==> config.mk <==
export PLATFORM = sky130hd
export DESIGN_NAME = stopwatch_ctrl
export DESIGN_NICKNAME = d
export VERILOG_FILES = /design/src/rtl/stopwatch_ctrl.sv
export SDC_FILE = /design/constraint.sdc
export NUM_CORES = 1
export LEC_CHECK = 0
export ABC_AREA = 1
export CORE_ASPECT_RATIO = 2
export CORE_MARGIN = 8
export CORE_UTILIZATION = 31
export CTS_BUF_LIST = sky130_fd_sc_hd__clkbuf_8
export CTS_CLUSTER_DIAMETER = 150
export CTS_CLUSTER_SIZE = 8
export DETAILED_ROUTE_END_ITERATION = 7
export REMOVE_ABC_BUFFERS = 1
export SLEW_MARGIN = 20
export SYNTH_ARGS = -nofsm -noshare
export SYNTH_HDL_FRONTEND = slang
export SYNTH_SLANG_ARGS = --single-unit
export TNS_END_PERCENT = 10
==> constraint.sdc <==
create_clock -name clk -period 5.5 [get_ports clk]
set_input_delay 1.65 -clock clk [delete_from_list [all_inputs] [get_ports clk]]
set_output_delay 1.65 -clock clk [all_outputs]
set_load 0.01 [all_outputs]
==> src/rtl/stopwatch_ctrl.sv <==
// MM:SS BCD stopwatch sequencer: tick prescaler, cascaded up/down digit stepping and IDLE/RUN/PAUSE/DONE control.
// Optional lap capture register is built only when LAP_EN is defined.
module stopwatch_ctrl #(
   parameter int unsigned TICK_DIV = 50000000,
   parameter int unsigned STEP     = 1
) (
   input  logic        clk,
   input  logic        rst_n,
   input  logic        start_stop,
   input  logic        clear,
   input  logic        load,
   input  logic [15:0] load_val,
   input  logic        dir,
   output logic [15:0] time_bcd,
   output logic        running,
   output logic        done,
   output logic        rollover
`ifdef LAP_EN
   ,
   input  logic        lap,
   output logic [15:0] lap_bcd
`endif
);

   localparam int unsigned PW = (TICK_DIV > 1) ? $clog2(TICK_DIV) : 1;
   localparam logic [PW-1:0] PRESC_MAX = PW'(TICK_DIV - 1);
   localparam logic [PW-1:0] PRESC_ONE = PW'(1);
   localparam logic [4:0]    STEP5     = 5'(STEP);

   typedef enum logic [1:0] {
      ST_IDLE  = 2'd0,
      ST_RUN   = 2'd1,
      ST_PAUSE = 2'd2,
      ST_DONE  = 2'd3
   } state_t;

   state_t        state_q, state_d;
   logic [15:0]   time_q, time_d;
   logic [PW-1:0] presc_q, presc_d;
   logic          rollover_q, rollover_d;
   logic          running_q, done_q;
   logic [16:0]   step_up_s, step_dn_s;

   function automatic logic [3:0] sat_digit(input logic [3:0] d, input logic [3:0] lim);
      logic [3:0] r;
      if (d > lim) begin
         r = lim;
      end else begin
         r = d;
      end
      return r;
   endfunction

   function automatic logic [15:0] sat_bcd(input logic [15:0] v);
      return {sat_digit(v[15:12], 4'd5), sat_digit(v[11:8], 4'd9),
              sat_digit(v[7:4], 4'd5), sat_digit(v[3:0], 4'd9)};
   endfunction

   // Returns {wrap_past_59_59, stepped_time}
   function automatic logic [16:0] bcd_step_up(input logic [15:0] t);
      logic [4:0] s0, s1, s2, s3;
      logic       c0, c1, c2, c3;
      s0 = {1'b0, t[3:0]} + STEP5;
      if (s0 >= 5'd10) begin
         s0 = s0 - 5'd10;
         c0 = 1'b1;
      end else begin
         c0 = 1'b0;
      end
      s1 = {1'b0, t[7:4]} + {4'd0, c0};
      if (s1 >= 5'd6) begin
         s1 = 5'd0;
         c1 = 1'b1;
      end else begin
         c1 = 1'b0;
      end
      s2 = {1'b0, t[11:8]} + {4'd0, c1};
      if (s2 >= 5'd10) begin
         s2 = 5'd0;
         c2 = 1'b1;
      end else begin
         c2 = 1'b0;
      end
      s3 = {1'b0, t[15:12]} + {4'd0, c2};
      if (s3 >= 5'd6) begin
         s3 = 5'd0;
         c3 = 1'b1;
      end else begin
         c3 = 1'b0;
      end
      return {c3, s3[3:0], s2[3:0], s1[3:0], s0[3:0]};
   endfunction

   // Returns {borrow_out_of_min_tens, stepped_time}
   function automatic logic [16:0] bcd_step_down(input logic [15:0] t);
      logic [4:0] s0;
      logic [3:0] d1, d2, d3;
      logic       b0, b1, b2, b3;
      if ({1'b0, t[3:0]} < STEP5) begin
         s0 = {1'b0, t[3:0]} + 5'd10 - STEP5;
         b0 = 1'b1;
      end else begin
         s0 = {1'b0, t[3:0]} - STEP5;
         b0 = 1'b0;
      end
      if (!b0) begin
         d1 = t[7:4];
         b1 = 1'b0;
      end else if (t[7:4] == 4'd0) begin
         d1 = 4'd5;
         b1 = 1'b1;
      end else begin
         d1 = t[7:4] - 4'd1;
         b1 = 1'b0;
      end
      if (!b1) begin
         d2 = t[11:8];
         b2 = 1'b0;
      end else if (t[11:8] == 4'd0) begin
         d2 = 4'd9;
         b2 = 1'b1;
      end else begin
         d2 = t[11:8] - 4'd1;
         b2 = 1'b0;
      end
      if (!b2) begin
         d3 = t[15:12];
         b3 = 1'b0;
      end else if (t[15:12] == 4'd0) begin
         d3 = 4'd5;
         b3 = 1'b1;
      end else begin
         d3 = t[15:12] - 4'd1;
         b3 = 1'b0;
      end
      return {b3, d3, d2, d1, s0[3:0]};
   endfunction

   // Command decode, prescaler and digit stepping; a command edge in RUN suppresses the tick
   always_comb begin
      state_d    = state_q;
      time_d     = time_q;
      presc_d    = presc_q;
      rollover_d = 1'b0;
      step_up_s  = bcd_step_up(time_q);
      step_dn_s  = bcd_step_down(time_q);
      if (clear) begin
         state_d = ST_IDLE;
         time_d  = 16'd0;
         presc_d = '0;
      end else if (load && (state_q != ST_RUN)) begin
         state_d = ST_IDLE;
         time_d  = sat_bcd(load_val);
         presc_d = '0;
      end else if (start_stop && (state_q != ST_DONE)) begin
         case (state_q)
            ST_RUN: begin
               state_d = ST_PAUSE;
            end
            ST_IDLE, ST_PAUSE: begin
               if (dir && (time_q == 16'd0)) begin
                  state_d = ST_DONE;
               end else begin
                  state_d = ST_RUN;
               end
            end
            default: begin
               state_d = state_q;
            end
         endcase
      end else if (state_q == ST_RUN) begin
         if (presc_q == PRESC_MAX) begin
            presc_d = '0;
            if (!dir) begin
               time_d     = step_up_s[15:0];
               rollover_d = step_up_s[16];
            end else if (step_dn_s[16] || (step_dn_s[15:0] == 16'd0)) begin
               time_d  = 16'd0;
               state_d = ST_DONE;
            end else begin
               time_d = step_dn_s[15:0];
            end
         end else begin
            presc_d = presc_q + PRESC_ONE;
         end
      end else begin
         presc_d = presc_q;
      end
   end

   // State, time, prescaler and status flags
   always_ff @(posedge clk or negedge rst_n) begin
      if (!rst_n) begin
         state_q    <= ST_IDLE;
         time_q     <= 16'd0;
         presc_q    <= '0;
         rollover_q <= 1'b0;
         running_q  <= 1'b0;
         done_q     <= 1'b0;
      end else begin
         state_q    <= state_d;
         time_q     <= time_d;
         presc_q    <= presc_d;
         rollover_q <= rollover_d;
         running_q  <= (state_d == ST_RUN);
         done_q     <= (state_d == ST_DONE);
      end
   end

   assign time_bcd = time_q;
   assign running  = running_q;
   assign done     = done_q;
   assign rollover = rollover_q;

`ifdef LAP_EN
   logic [15:0] lap_q, lap_d;

   // Lap snapshot takes the post-edge time so a coincident tick is included
   always_comb begin
      lap_d = lap_q;
      if (clear) begin
         lap_d = 16'd0;
      end else if (lap && (state_q == ST_RUN)) begin
         lap_d = time_d;
      end else begin
         lap_d = lap_q;
      end
   end

   // Lap register
   always_ff @(posedge clk or negedge rst_n) begin
      if (!rst_n) begin
         lap_q <= 16'd0;
      end else begin
         lap_q <= lap_d;
      end
   end

   assign lap_bcd = lap_q;
`endif

endmodule

# Word level (Yosys, flattened, before mapping)

Cells that the tools add are included.

Output and inout port bits: 19
ROM bits: 0
Memories: 0
Register bits after elaboration: 47
Bits in latches: 0
Memory bits (writable): 0

$lt $le $gt $ge: 9
Bitwise logic cells: 0
Muxes and demuxes: 53
Reductions and logical operators: 15
Shift-type cells: 0
Div/mod/pow operators: 0
Eq/ne operators: 8
Add/sub/neg operators: 12
$mul: 0

Operator list:

| operator                                                           | number |
|---|---|
| two-way mux 26 bit                                                 | 5 |
| two-way mux 16 bit                                                 | 7 |
| two-way mux 4 bit                                                  | 15 |
| zero test 16 bit                                                   | 2 |
| adder 26 x 1 -> 26 bit (second input constant)                     | 1 |
| == test 26 bit (second input constant)                             | 1 |
| subtractor 4 x 1 -> 4 bit (second input constant)                  | 5 |
| two-way mux 1 bit                                                  | 17 |
| two-way mux 2 bit                                                  | 8 |
| adder 4 x 1 -> 5 bit                                               | 3 |
| zero test 4 bit                                                    | 3 |
| greater-or-equal comparator 5 x 3 -> 1 bit (second input constant) | 2 |
| greater-or-equal comparator 5 x 4 -> 1 bit (second input constant) | 2 |
| greater-than comparator 4 x 3 -> 1 bit (second input constant)     | 2 |
| greater-than comparator 4 bit (second input constant)              | 2 |
| nonzero test 3 bit                                                 | 2 |
| adder 4 x 1 -> 5 bit (second input constant)                       | 1 |
| adder 4 bit (second input constant)                                | 1 |
| == test 2 x 1 -> 1 bit (second input constant)                     | 2 |
| == test 2 bit (second input constant)                              | 2 |
| less-than comparator 4 x 1 -> 1 bit (second input constant)        | 1 |
| case mux 2 bit (2 select lines)                                    | 1 |
| subtractor 4 bit (second input constant)                           | 1 |
| logical AND 1 bit                                                  | 3 |
| 8 further kinds                                                    | 8 |

# Depth between registers and ports, before layout

Word-level depth: 18
Mapped depth: 26
Mapped depth without buffers: 26

# Worst setup path before layout

Ideal clock, no wire load.

Path kind: register to register
Start: register time_q[0] (netlist: time_bcd[0])
End: register time_q[12] (netlist: time_bcd[12])
Buffers on the path: 0
Period minus slack after synthesis: 3.985 ns
Setup time: 0.127 ns
Cell stages (with the launch flop): 27
Data required time: 5.373 ns
Arrival time: 3.858 ns
Slack: 1.515 ns
Path through: dfrtp_1 -> inv_1 -> ha_1 -> inv_1 -> ha_1 -> nand2_1 -> nand2_1 -> nand2_1 -> ha_1 -> ha_1 -> xnor2_1 -> o211ai_1 -> ha_1 -> ha_1 -> xnor2_1 -> nand2_1 -> nand2_1 -> nand2_1 -> ha_1 -> ha_1 -> xor2_1 -> nand2_1 -> o211a_1 -> a31oi_1 -> o21ai_0 -> nand3_1 -> o21ai_0

Word-level cells in the longest chain between the ends: 18
Elaborated cells on any way between the ends: 33

Ends and longest elaborated chain:

| what                                       | line | text |
|---|---|---|
| start: declaration                         | 38   | `logic [15:0] time_q, time_d;` |
| start signal: assignment                   | 202  | `time_q <= time_d;` |
| adder 4 x 1 -> 5 bit                       | 63   | `s0 = {1'b0, t[3:0]} + STEP5;` |
| greater-or-equal comparator 5 x 4 -> 1 bit | 64   | `if (s0 >= 5'd10) begin` |
| two-way mux 1 bit                          | 64   |  |
| adder 4 x 1 -> 5 bit                       | 70   | `s1 = {1'b0, t[7:4]} + {4'd0, c0};` |
| greater-or-equal comparator 5 x 3 -> 1 bit | 71   | `if (s1 >= 5'd6) begin` |
| two-way mux 1 bit                          | 71   |  |
| adder 4 x 1 -> 5 bit                       | 77   | `s2 = {1'b0, t[11:8]} + {4'd0, c1};` |
| greater-or-equal comparator 5 x 4 -> 1 bit | 78   | `if (s2 >= 5'd10) begin` |
| [2 not listed]                             | --   |  |
| greater-or-equal comparator 5 x 3 -> 1 bit | 85   | `if (s3 >= 5'd6) begin` |
| two-way mux 4 bit                          | 85   |  |
| two-way mux 16 bit (*)                     | 174  | `if (!dir) begin` |
| two-way mux 16 bit (*)                     | 172  | `if (presc_q == PRESC_MAX) begin` |
| two-way mux 16 bit (*)                     | 171  | `end else if (state_q == ST_RUN) begin` |
| two-way mux 16 bit (*)                     | 155  | `end else if (start_stop && (state_q != ST_DONE)) begin` |
| two-way mux 16 bit (*)                     | 151  | `end else if (load && (state_q != ST_RUN)) begin` |
| two-way mux 16 bit (*)                     | 147  | `if (clear) begin` |

Mark *: on every way between the ends. The rest lies on a longest branch, timed or not. The select of a mux whose other input is x is not followed.
A chain may end at the register's enable or synchronous reset.

# Worst setup path in the final report

Start: register time_q[0] (netlist: time_bcd[0])
End: register time_q[13] (netlist: time_bcd[13])

The elaborated chain is that of the path after synthesis.

==> results.ini <==
[critical_path]
crit_path_max_incr_delay_ns=0.45
r2r_slack_ns=0.94
cp_max_fo=7
crit_buf_inv=2
path_common_cell=ha_1
path_delay_family=adder cells
required_ns=5.68
crit_cells=26
r2r_cells=26
arrival_ns=4.74
critPathCaptureType=register
reg2reg_from=time_bcd[0]$_DFFE_PN0P_
cp-startpoint=time_bcd[0]$_DFFE_PN0P_
cpMaxStageDelayCell=dfrtp_1
worstSetupPathType=reg -> reg
startpoint_type=register
r2r-end=time_bcd[13]$_DFFE_PN0P_
crit_end=time_bcd[13]$_DFFE_PN0P_

[sta]
setup_violations=0
max_slew.worst_pin.slew_ns=0.662
period_share_pct=82.8
drv_slew=0
setup_tns_ns=0
finalHoldViolCount=0
fmax_mhz=220
final.min_clock_period_ns=4.56
rsz0062_at_grt=no
relSlewSlack_pct=55.8
fin_skew_ns=0.00882

[power]
comb_power_share_pct=37.0
power.leakage_nw=1.87
p_seq_share_pct=39.2
p_clk_share_pct=23.8
p_int_mw=0.622
peakVddDrop_uv=91.5
power_switching_mw=0.398
power_density_nw_per_um2=246
power_switching_share_pct=39.0

[job]
maxCapViolCount=0

[clock_tree]
clk_pin_slew_worst_paths_ns=0.10
clockBufferDepth=2
htree_levels=2
cts-buffers-inserted=5
clock_sinks=47
post_cts_buffers=0
cts_resized=0
cts_root_buf=clkbuf_8
clock_latency_ns=0.31
cts_tree=done
hold_buffers=0

[cells_and_area]
final_cells=688
fin_nets=579
area_growth_pct=17.9
drive_above_1_share_pct=8.24
num_antenna_cells=0

[min_path]
worstHoldPathType=reg -> reg

[synthesis]
netlist.area_leader.share_pct=33.4
yosysUniqueCellTypes=48
synth_edf_count=0
syn_area_um2=3520
synth_top_area_cell=dfrtp_1
synth-seq-cells=47
synth_cells=505
yosys_warnings=0
ys_async_sr_fraction_pct=100
synth_area_leaders=dfrtp_1, nand2_1, inv_1, nand3_1, nor2_1
avgSynthCellArea_um2=6.98
ys.flop_type=dfrtp_1
yosysSeqAreaShare_pct=33.4

[detailed_routing]
drt_drc_violations_left=0
dr.pass1.iters=4
vias_per_cell=5.11
vias=3519
drt-wirelength-per-cell_um=15.8
ant_nets=0
dr.first_iter.drc_count=133
totalWireLength_um=10900

[global_routing]
grt_first_pass_wirelength_um=18100
grt_use_total_pct=14.7
grt_pass1_vias=3675
grt.overflow.total=0
grt_antenna_before_repair=0
grt_max_degree=48

[floorplanning]
ios=41
die_h_um=167
fp-row-count=55
core-area_um2=11200
dieArea_um2=15200
die_w_um=91.4
initial_utilization_pct=31.4

[run_status]
status=complete, no violations

[place]
dp.cells=680
place_congestion=0.911
hpwlAfterDp_um=8650
io_buffers=40

[synth_stat cells (2+ instances only)]
master / instances
xnor2_1: 2
clkbuf_1: 2
buf_2: 3
nand2_2: 6
o22ai_1: 8
nor2_2: 5
nor2_1: 47
nor2_4: 3
nand2_1: 128
dfrtp_1: 47
nand3_1: 39
inv_2: 8
nand4_1: 8
ha_1: 12
nand3b_1: 2
nor3_1: 18
o21ai_0: 32
o21a_1: 2
a211oi_1: 3
xor2_1: 14
o21ai_1: 3
nand2_4: 3
inv_1: 60
o211ai_1: 2
a31oi_1: 2
nor2_8: 2
a21oi_1: 22
clkinv_1: 2
[routing by layer]
metal / track usage [%] / wire, µm
met5: 0 / 0
met4: 7.39 / 357
met3: 1.98 / 319
met2: 29.0 / 6270
met1: 14.0 / 3930
[power by group through the flow]
stage / registers [mW] / logic [mW] / clock network, mW
2_1_floorplan: 0.405 / 0.235 / 0
3_5_place_dp: 0.407 / 0.379 / 0
6_report: 0.400 / 0.377 / 0.243
3_3_place_gp: 0.407 / 0.374 / 0
5_1_grt: 0.404 / 0.421 / 0.263
4_1_cts: 0.401 / 0.380 / 0.251
[layout make-up]
class | count | area (µm²)
well taps | 142 | 178
repair buffers | 42 | 410
fillers | 1210 | 7060
multi-input cells | 379 | 2020
clock buffers | 7 | 96.3
flip-flops and latches | 47 | 1180
clock inverters | 1 | 7.51
inverters | 70 | 263
[worst min path at each step]
stage / startpoint / endpoint / slack (ns) / cells past startpoint
2_1_floorplan: presc_q[25]$_DFFE_PN0P_ / presc_q[25]$_DFFE_PN0P_ / 0.49 / 2
3_3_place_gp: presc_q[25]$_DFFE_PN0P_ / presc_q[25]$_DFFE_PN0P_ / 0.53 / 2
3_5_place_dp: presc_q[22]$_DFFE_PN0P_ / presc_q[22]$_DFFE_PN0P_ / 0.54 / 2
4_1_cts: presc_q[22]$_DFFE_PN0P_ / presc_q[22]$_DFFE_PN0P_ / 0.56 / 2
5_1_grt: presc_q[25]$_DFFE_PN0P_ / presc_q[25]$_DFFE_PN0P_ / 0.60 / 2
6_report: presc_q[1]$_DFFE_PN0P_ / presc_q[1]$_DFFE_PN0P_ / 0.56 / 1
[flip-flops by register name, indices dropped and copies added (netlist names)]
signal    cells
done          1
presc_q      26
rollover      1
running       1
state_q       2
time_bcd     16
[worst reg2reg max path, delay by kind of cell (launching register included)]
kind	cells	cell delay, ns
buf+inv	2	0.25
simple gates	10	0.88
fa+ha+maj	8	1.80
xor+xnor	3	0.47
flops	1	0.45
compound gates	3	0.57
[cell usage in the layout, fill, tap and decap left out, drive strengths merged]
| master | netlist | final |
|---|---|---|
| clkinvlp | 0 | 1 |
| xor2 | 14 | 14 |
| nor3 | 19 | 19 |
| o22ai | 8 | 8 |
| clkinv | 2 | 2 |
| nand2 | 137 | 137 |
| dfrtp | 47 | 47 |
| a2111oi | 1 | 1 |
| o221a | 1 | 1 |
| nor3b | 1 | 1 |
| a32o | 1 | 1 |
| clkdlybuf4s50 | 0 | 39 |
| a32oi | 1 | 1 |
| ha | 12 | 12 |
| nor2 | 57 | 57 |
| clkbuf | 4 | 7 |
| o21ai | 35 | 35 |
| or2 | 2 | 2 |
| o211a | 1 | 1 |
| nor4 | 1 | 1 |
| a21oi | 23 | 23 |
| nand3b | 2 | 2 |
| o311ai | 2 | 2 |
| o21a | 2 | 2 |
| buf | 5 | 3 |
| a31oi | 2 | 2 |
| a211oi | 3 | 3 |
| xnor2 | 2 | 2 |
| nand3 | 40 | 40 |
| a22oi | 1 | 1 |
| o211ai | 2 | 2 |
| nand4 | 9 | 9 |
| inv | 68 | 68 |
[cells by family (layout without fill, tap and decap cells)]
family                     count (synthesis)  count (layout)  share of synthesized area, %
AOI/OAI and AO/OA                         83              83                          13.7
and+or+nand+nor                          268             268                          35.4
xor gates and xnor gates                  16              16                          3.98
DFF                                       47              47                          33.4
buffers and inverters                     79             120                          9.23
adders and majority gates                 12              12                          4.26
[metrics by stage]
stage | power, mW | util [%] | instance area, µm² | setup slack [ns] | hold slack [ns]
after floorplan | 0.640 | - | 3460 | 1.50 | 0.494
after global placement | 0.781 | 36.1 | 4050 | 1.27 | 0.528
after detailed placement | 0.786 | 36.1 | 4050 | 1.03 | 0.540
after CTS | 1.03 | 37.0 | 4150 | 0.993 | 0.560
after global routing | 1.09 | 37.0 | 4150 | 0.557 | 0.595
final | 1.02 | 37.0 | 4150 | 0.945 | 0.564
Power figures use the tool's default switching activity.
